`src/rtl/asy_nbit_sync_filter.sv`:
```
// Multi-channel conditioner for async 1-bit inputs: sync chain, optional glitch filter, edge/event pulses, sticky flag.
// Latency: din to level_out is SYNC_STAGES+FILT_LEN clk_fast edges; pulses are combinational from the level.
// Backpressure: none; every channel samples every cycle, so outputs are plain levels and one-cycle pulses.
module asy_nbit_sync_filter #(
    parameter int CH          = 4,
    parameter int SYNC_STAGES = 2,
    parameter int FILT_LEN    = 4
) (
    input  logic              clk_fast,
    input  logic              rst_n,
    input  logic [CH-1:0]     din,
    input  logic [2*CH-1:0]   edge_sel,
    input  logic [CH-1:0]     sticky_clr,
    output logic [CH-1:0]     level_out,
    output logic [CH-1:0]     rise_pulse,
    output logic [CH-1:0]     fall_pulse,
    output logic [CH-1:0]     evt_pulse,
    output logic [CH-1:0]     evt_sticky
);

    logic [CH-1:0] sync_s;
    logic [CH-1:0] filt_lvl;
    logic [CH-1:0] lvl_dly_q, lvl_dly_d;
    logic [CH-1:0] sticky_q, sticky_d;
    logic [CH-1:0] rise, fall, evt;

    for (genvar i = 0; i < CH; i++) begin : g_ch
        (* ASYNC_REG = "TRUE" *) logic [SYNC_STAGES-1:0] sync_q;
        logic [SYNC_STAGES-1:0] sync_d;

        // Shift din into the chain; only stage 1 can go metastable and only stage 2 reads it.
        always_comb begin
            sync_d = {sync_q[SYNC_STAGES-2:0], din[i]};
        end

        // Synchroniser flops.
        always_ff @(posedge clk_fast or negedge rst_n) begin
            if (!rst_n) begin
                sync_q <= '0;
            end else begin
                sync_q <= sync_d;
            end
        end

        assign sync_s[i] = sync_q[SYNC_STAGES-1];

        if (FILT_LEN == 0) begin : g_bypass
            assign filt_lvl[i] = sync_s[i];
        end else begin : g_filt
            localparam int            CW       = $clog2(FILT_LEN + 1);
            localparam logic [CW-1:0] CNT_LAST = CW'(FILT_LEN - 1);

            logic [CW-1:0] cnt_q, cnt_d;
            logic          lvl_q, lvl_d;

            // Level follows s only after FILT_LEN consecutive disagreeing samples; any agreement restarts the count.
            always_comb begin
                cnt_d = cnt_q;
                lvl_d = lvl_q;
                if (sync_s[i] == lvl_q) begin
                    cnt_d = '0;
                end else if (cnt_q == CNT_LAST) begin
                    lvl_d = sync_s[i];
                    cnt_d = '0;
                end else begin
                    cnt_d = cnt_q + CW'(1);
                end
            end

            // Filter state.
            always_ff @(posedge clk_fast or negedge rst_n) begin
                if (!rst_n) begin
                    cnt_q <= '0;
                    lvl_q <= 1'b0;
                end else begin
                    cnt_q <= cnt_d;
                    lvl_q <= lvl_d;
                end
            end

            assign filt_lvl[i] = lvl_q;
        end
    end

    // Edge detect against the one-cycle-delayed level, event select (live edge_sel), sticky with set priority.
    always_comb begin
        lvl_dly_d = filt_lvl;
        rise      = filt_lvl & ~lvl_dly_q;
        fall      = ~filt_lvl & lvl_dly_q;
        evt       = '0;
        for (int i = 0; i < CH; i++) begin
            evt[i] = (edge_sel[2*i] & rise[i]) | (edge_sel[2*i+1] & fall[i]);
        end
        sticky_d = evt | (sticky_q & ~sticky_clr);
    end

    // Delayed level and sticky flags.
    always_ff @(posedge clk_fast or negedge rst_n) begin
        if (!rst_n) begin
            lvl_dly_q <= '0;
            sticky_q  <= '0;
        end else begin
            lvl_dly_q <= lvl_dly_d;
            sticky_q  <= sticky_d;
        end
    end

    assign level_out  = filt_lvl;
    assign rise_pulse = rise;
    assign fall_pulse = fall;
    assign evt_pulse  = evt;
    assign evt_sticky = sticky_q;

endmodule
```
`config.mk`:
```
export PLATFORM = sky130hd
export DESIGN_NAME = asy_nbit_sync_filter
export DESIGN_NICKNAME = d
export VERILOG_FILES = /design/src/rtl/asy_nbit_sync_filter.sv
export SDC_FILE = /design/constraint.sdc
export NUM_CORES = 1
export LEC_CHECK = 0
export CAP_MARGIN = 20
export CORE_ASPECT_RATIO = 1.25
export CORE_MARGIN = 1.5
export CORE_UTILIZATION = 45
export DETAILED_ROUTE_END_ITERATION = 7
export HOLD_SLACK_MARGIN = 0.02
export PLACE_DENSITY = 0.77
export REMOVE_ABC_BUFFERS = 1
export SLEW_MARGIN = 20
export SYNTH_ARGS = -nofsm -noshare
export SYNTH_HDL_FRONTEND = slang
export SYNTH_SLANG_ARGS = --single-unit
```
`constraint.sdc`:
```
create_clock -name clk_fast -period 1.25 [get_ports clk_fast]
set_input_delay 0.25 -clock clk_fast [delete_from_list [all_inputs] [get_ports clk_fast]]
set_output_delay 0.25 -clock clk_fast [all_outputs]
set_load 0.02 [all_outputs]
```
Yosys cells after proc, flatten, opt, wreduce, memory -nomap -nowiden
Cells that the tools add are included.
{ "word_totals": {"regBits": 32, "input_bits": 18, "output_inout_bits": 20, "elab_cells": 61} }
{ "op_classes": {"addsub": 4, "n_eq_ne": 8, "muxes": 8, "n_bitwise": 23, "n_reduce_logical": 4} }
{ "op_table": {"columns": ["operator", "count"], "rows": [
  ["2-to-1 mux 3 bit", 8],
  ["adder 3 x 1 -> 3 bit, second input constant", 4],
  ["AND 4 bit", 3],
  ["equality test 3 x 2 -> 1 bit, second input constant", 4],
  ["NOT 4 bit", 3],
  ["AND 1 bit", 8],
  ["AND reduction 2 bit", 4],
  ["equality test 1 bit", 4],
  ["NOT 1 bit", 4],
  ["OR 1 bit", 4],
  ["OR 4 bit", 1]
]} }

Logic depth before layout (Yosys ltp)
{ "logic_depth": {"ltp_word": 5, "ltp_mapped": 3} }

Worst setup path before layout
OpenSTA, ideal clock, no wires.
{ "synth_timing": {"kind": "register -> output", "from": "reg g_ch[0].g_filt.lvl_q", "to": "out evt_pulse[0]", "t_arrival_ps": 979, "required_ps": 1000, "slack_ps": 21, "stages_incl_launch_ff": 3, "path_buffers": 0, "path_cell_list": "dfrtp_1 > nor2b_2 > a22o_1"} }
{ "synth_via": {"elab_chain_cells": 4, "word_cells_on_any_way": 6, "cone_classes": "bitwise: 6"} }
{ "synth_lines": {"columns": ["element", "line", "text"], "rows": [
  ["from (decl)", "54", "logic lvl_q, lvl_d;"],
  ["from (signal assigned)", "77", "lvl_q <= lvl_d;"],
  ["NOT 4 bit", "89", "fall = ~filt_lvl & lvl_dly_q;"],
  ["AND 4 bit", "89", null],
  ["via fall_pulse[0]", "16", "output logic [CH-1:0] fall_pulse,"],
  ["AND 1 bit", "92", "evt[i] = (edge_sel[2*i] & rise[i]) | (edge_sel[2*i+1] & fall[i]);"],
  ["OR 1 bit", "92", null],
  ["to (decl)", "17", "output logic [CH-1:0] evt_pulse,"]
]} }
The timed path passes the listed nets, and every way through them passes these cells.

Worst setup path after layout
{ "layout_timing": {"from": "reg g_ch[2].g_filt.lvl_q", "to": "out evt_pulse[2]"} }
{ "layout_via": {"elab_chain_cells": 4, "word_cells_on_any_way": 6, "cone_classes": "bitwise: 6"} }
{ "layout_lines": {"columns": ["element", "line"], "rows": [
  ["from (decl)", "54"],
  ["from (signal assigned)", "77"],
  ["NOT 4 bit", "89"],
  ["AND 4 bit", "89"],
  ["AND 1 bit", "92"],
  ["OR 1 bit *", "92"]
]} }
Mark *: on every way between the ends. The rest lies on a longest branch, timed or not.

==> impl_metrics.tcl <==
set metrics [dict create \
    critPathLaunchType "flop" \
    finalSetupViolCount 15 \
    htreeDepth 2 \
    die_area_um2 3140 \
    grt_use_total_pct 16.7 \
    hold_violations 0 \
    crit_chain "nor2b_4 > a22o_1 > buf_6" \
    antenna_found_initial 0 \
    cts_buffers 5 \
    row_count 21 \
    die_height_um 62.3 \
    layout.cells.non_filler 173 \
    num_io_pins 38 \
    rsz0062_at_grt "yes" \
    end_kind "output port" \
    grt_pass1_wl_um 3850 \
    synth_area_leader_cell "dfrtp_1" \
    netlist_top_cells_count "dfrtp_1 (32), nor2b_2 (8), nor3b_1 (8)" \
    slew_headroom_pct 81.8 \
    yosys.area_share.simple_pct 18.2 \
    leakagePower_nw 0.886 \
    dieWidth_um 50.4 \
    drtIter0Drc 5 \
    synth-edff-count 0 \
    gp_congestion 0.702 \
    numClockSinks 32 \
    outcome "finished, violations left" \
    cpMaxStageDelayCell "dfrtp_1" \
    cts.clk_slew.worst_paths_ns 0.09 \
    cts_root_buf "clkbuf_4" \
    fillers 186 \
    period_share_pct 122 \
    wl_per_cell_um 13.3 \
    maxCapViolations 0 \
    ys_warn_count 0 \
    fmax_mhz 657 \
    worstSetupPathType "reg2out" \
    timing.hold.ws_ns 0.271 \
    p_per_area_nw_per_um2 2440 \
    synthMuxAreaShare_pct 3.56 \
    synth-seq-cells 32 \
    period_needed_ns 1.52 \
    synthXorXnorAreaFrac_pct 2.77 \
    violations "negative setup slack" \
    gr-total-overflow 0 \
    cp_slowest_stage_delay_ns 0.44 \
    crit_required_ns 1.00 \
    fin_nets 160 \
    dp_slack_ns -0.516 \
    setup_ws_ns -0.273 \
    seq_area_frac_synth_pct 63.2 \
    clockBufferDepth 2 \
    hold_class "in2async" \
    max_slew.worst_pin.slew_ns 0.272 \
    route.vias.total 851 \
    final_core_utilization_pct 71.1 \
    grt_pass1_vias 911 \
    cts_tree "yes" \
    post-synth-top-count-cell "dfrtp_1" \
    syn_avg_cell_area_um2 15.1 \
    finClkSkew_ns 0.00303 \
    synth_compound_area_share_pct 5.93 \
    drive_gt1_share_pct 46.8 \
    synth_adder_area_share_pct 3.95 \
    timing_max_transition_violations_final 0 \
    initial_core_util_pct 47.2 \
    grt_max_degree 33 \
    portBuffers 37 \
    syn_inst 84 \
    area_growth_pct 50.5 \
    p_total_mw 4.66 \
    synthFlopType "dfrtp_1" \
    hpwl_um 1660 \
    via_per_inst 4.92 \
    firstDrtPassIters 4 \
    vdd_drop_max_v 0.00146 \
    synth_top_family_by_area "simple AND/OR/NAND/NOR gates" \
    totalWireLength_um 2310 \
    cp.arrival_ns 1.27 \
    placed_cells 156 \
    yosys-top-cells-area "dfrtp_1 (63%), nor2b_2 (5.5%), nor3b_1 (4.7%)" \
    synth_area_um2 1270 \
    synthArstFlopShare_pct 100 \
    drc_errors 0 \
    clk-insertion-delay-late_ns 0.32 \
    ant_nets 0 \
    diodes 0 \
    critPathBufInv 1 \
    cpLargestDelayFamily "flip-flops" \
    yosysTopAreaCellShare_pct 63.2 \
    critPathMaxFanout 4 \
    yosys.cell_types.count 12 \
    core_um2 2680 \
]
-- where the power goes --
group	leakage [nW]	switching, mW	total [mW]	internal (mW)
logic	0.458	1.07	2.47	1.40
clock network	0.0326	0.316	0.593	0.277
registers	0.396	0.245	1.59	1.35
-- worst reg2reg max path: stages, from the launching register on --
cell and delay [ns]:
dfrtp_2 0.45, buf_6 0.13, buf_6 0.10, buf_4 0.14, xnor2_2 0.15, nor3_1 0.19
-- area by class of cell --
cell class / count / area (um2) / share of cell area (%)
clock buffers: 8 / 58.8 / 3.09
repair buffers: 51 / 508 / 26.7
multi-input cells: 48 / 493 / 25.9
well taps: 34 / 42.5 / 2.23
flip-flops and latches: 32 / 803 / 42.2
-- logic make-up after synthesis --
group,Yosys count
buf+inv,4
flops,32
xor+xnor,4
mux,4
compound gates,8
fa+ha+maj,4
simple gates,28
-- layer usage --
metal	track usage, %	vias to the layer above	share of wire (%)
li1	-	399	-
met1	16.3	418	37
met2	30.1	27	56
met3	5.53	7	5.3
met4	9.12	0	2.5
met5	0	-	0
-- path summary, 6_finish.rpt --
kind                                           start                      end  slack (ns)  depth (start not counted)
worst max-delay path            g_ch[2].g_filt.lvl_q             evt_pulse[2]       -0.27                          3
worst min-delay path                           rst_n  g_ch[0].g_filt.cnt_q[0]        0.27                          2
worst max register to register  g_ch[3].g_filt.lvl_q  g_ch[3].g_filt.cnt_q[0]        0.01                          5
worst min register to register     g_ch[2].sync_q[0]        g_ch[2].sync_q[1]        0.36                          0
max in group asynchronous                      rst_n     g_ch[3].g_filt.lvl_q        0.80                          2
min in group clk_fast                         din[3]        g_ch[3].sync_q[0]        0.35                          1
-- registers in the layout, indices dropped and copies added (netlist names) --
signal             count
evt_sticky             4
lvl_dly_q              4
g_ch.g_filt.lvl_q      4
g_ch.sync_q            8
g_ch.g_filt.cnt_q     12
-- repair_timing --
action,in CTS,in global routing
endpoints found under the setup margin,20,22
pin swaps,4,2
hold buffers,0,0
buffers inserted,4,7
resized for setup,103,24
-- placed cells by master, fill, tap and decap left out, drive strengths merged --
master	n
xnor2	4
dfrtp	32
nor2b	16
ha	4
clkbuf	10
clkdlybuf4s15	1
mux2	4
buf	31
clkdlybuf4s50	17
nor3	4
a22o	4
a221o	4
nor3b	8
-- metrics by stage --
stage	area (um2)	setup TNS, ns
final	1910	-2.09
after global routing	1910	-2.99
after CTS	1810	-2.21
after detailed placement	1700	-3.80
after global placement	1700	-3.41
after floorplan	1240	-0.291
Power figures use the tool's default switching activity.
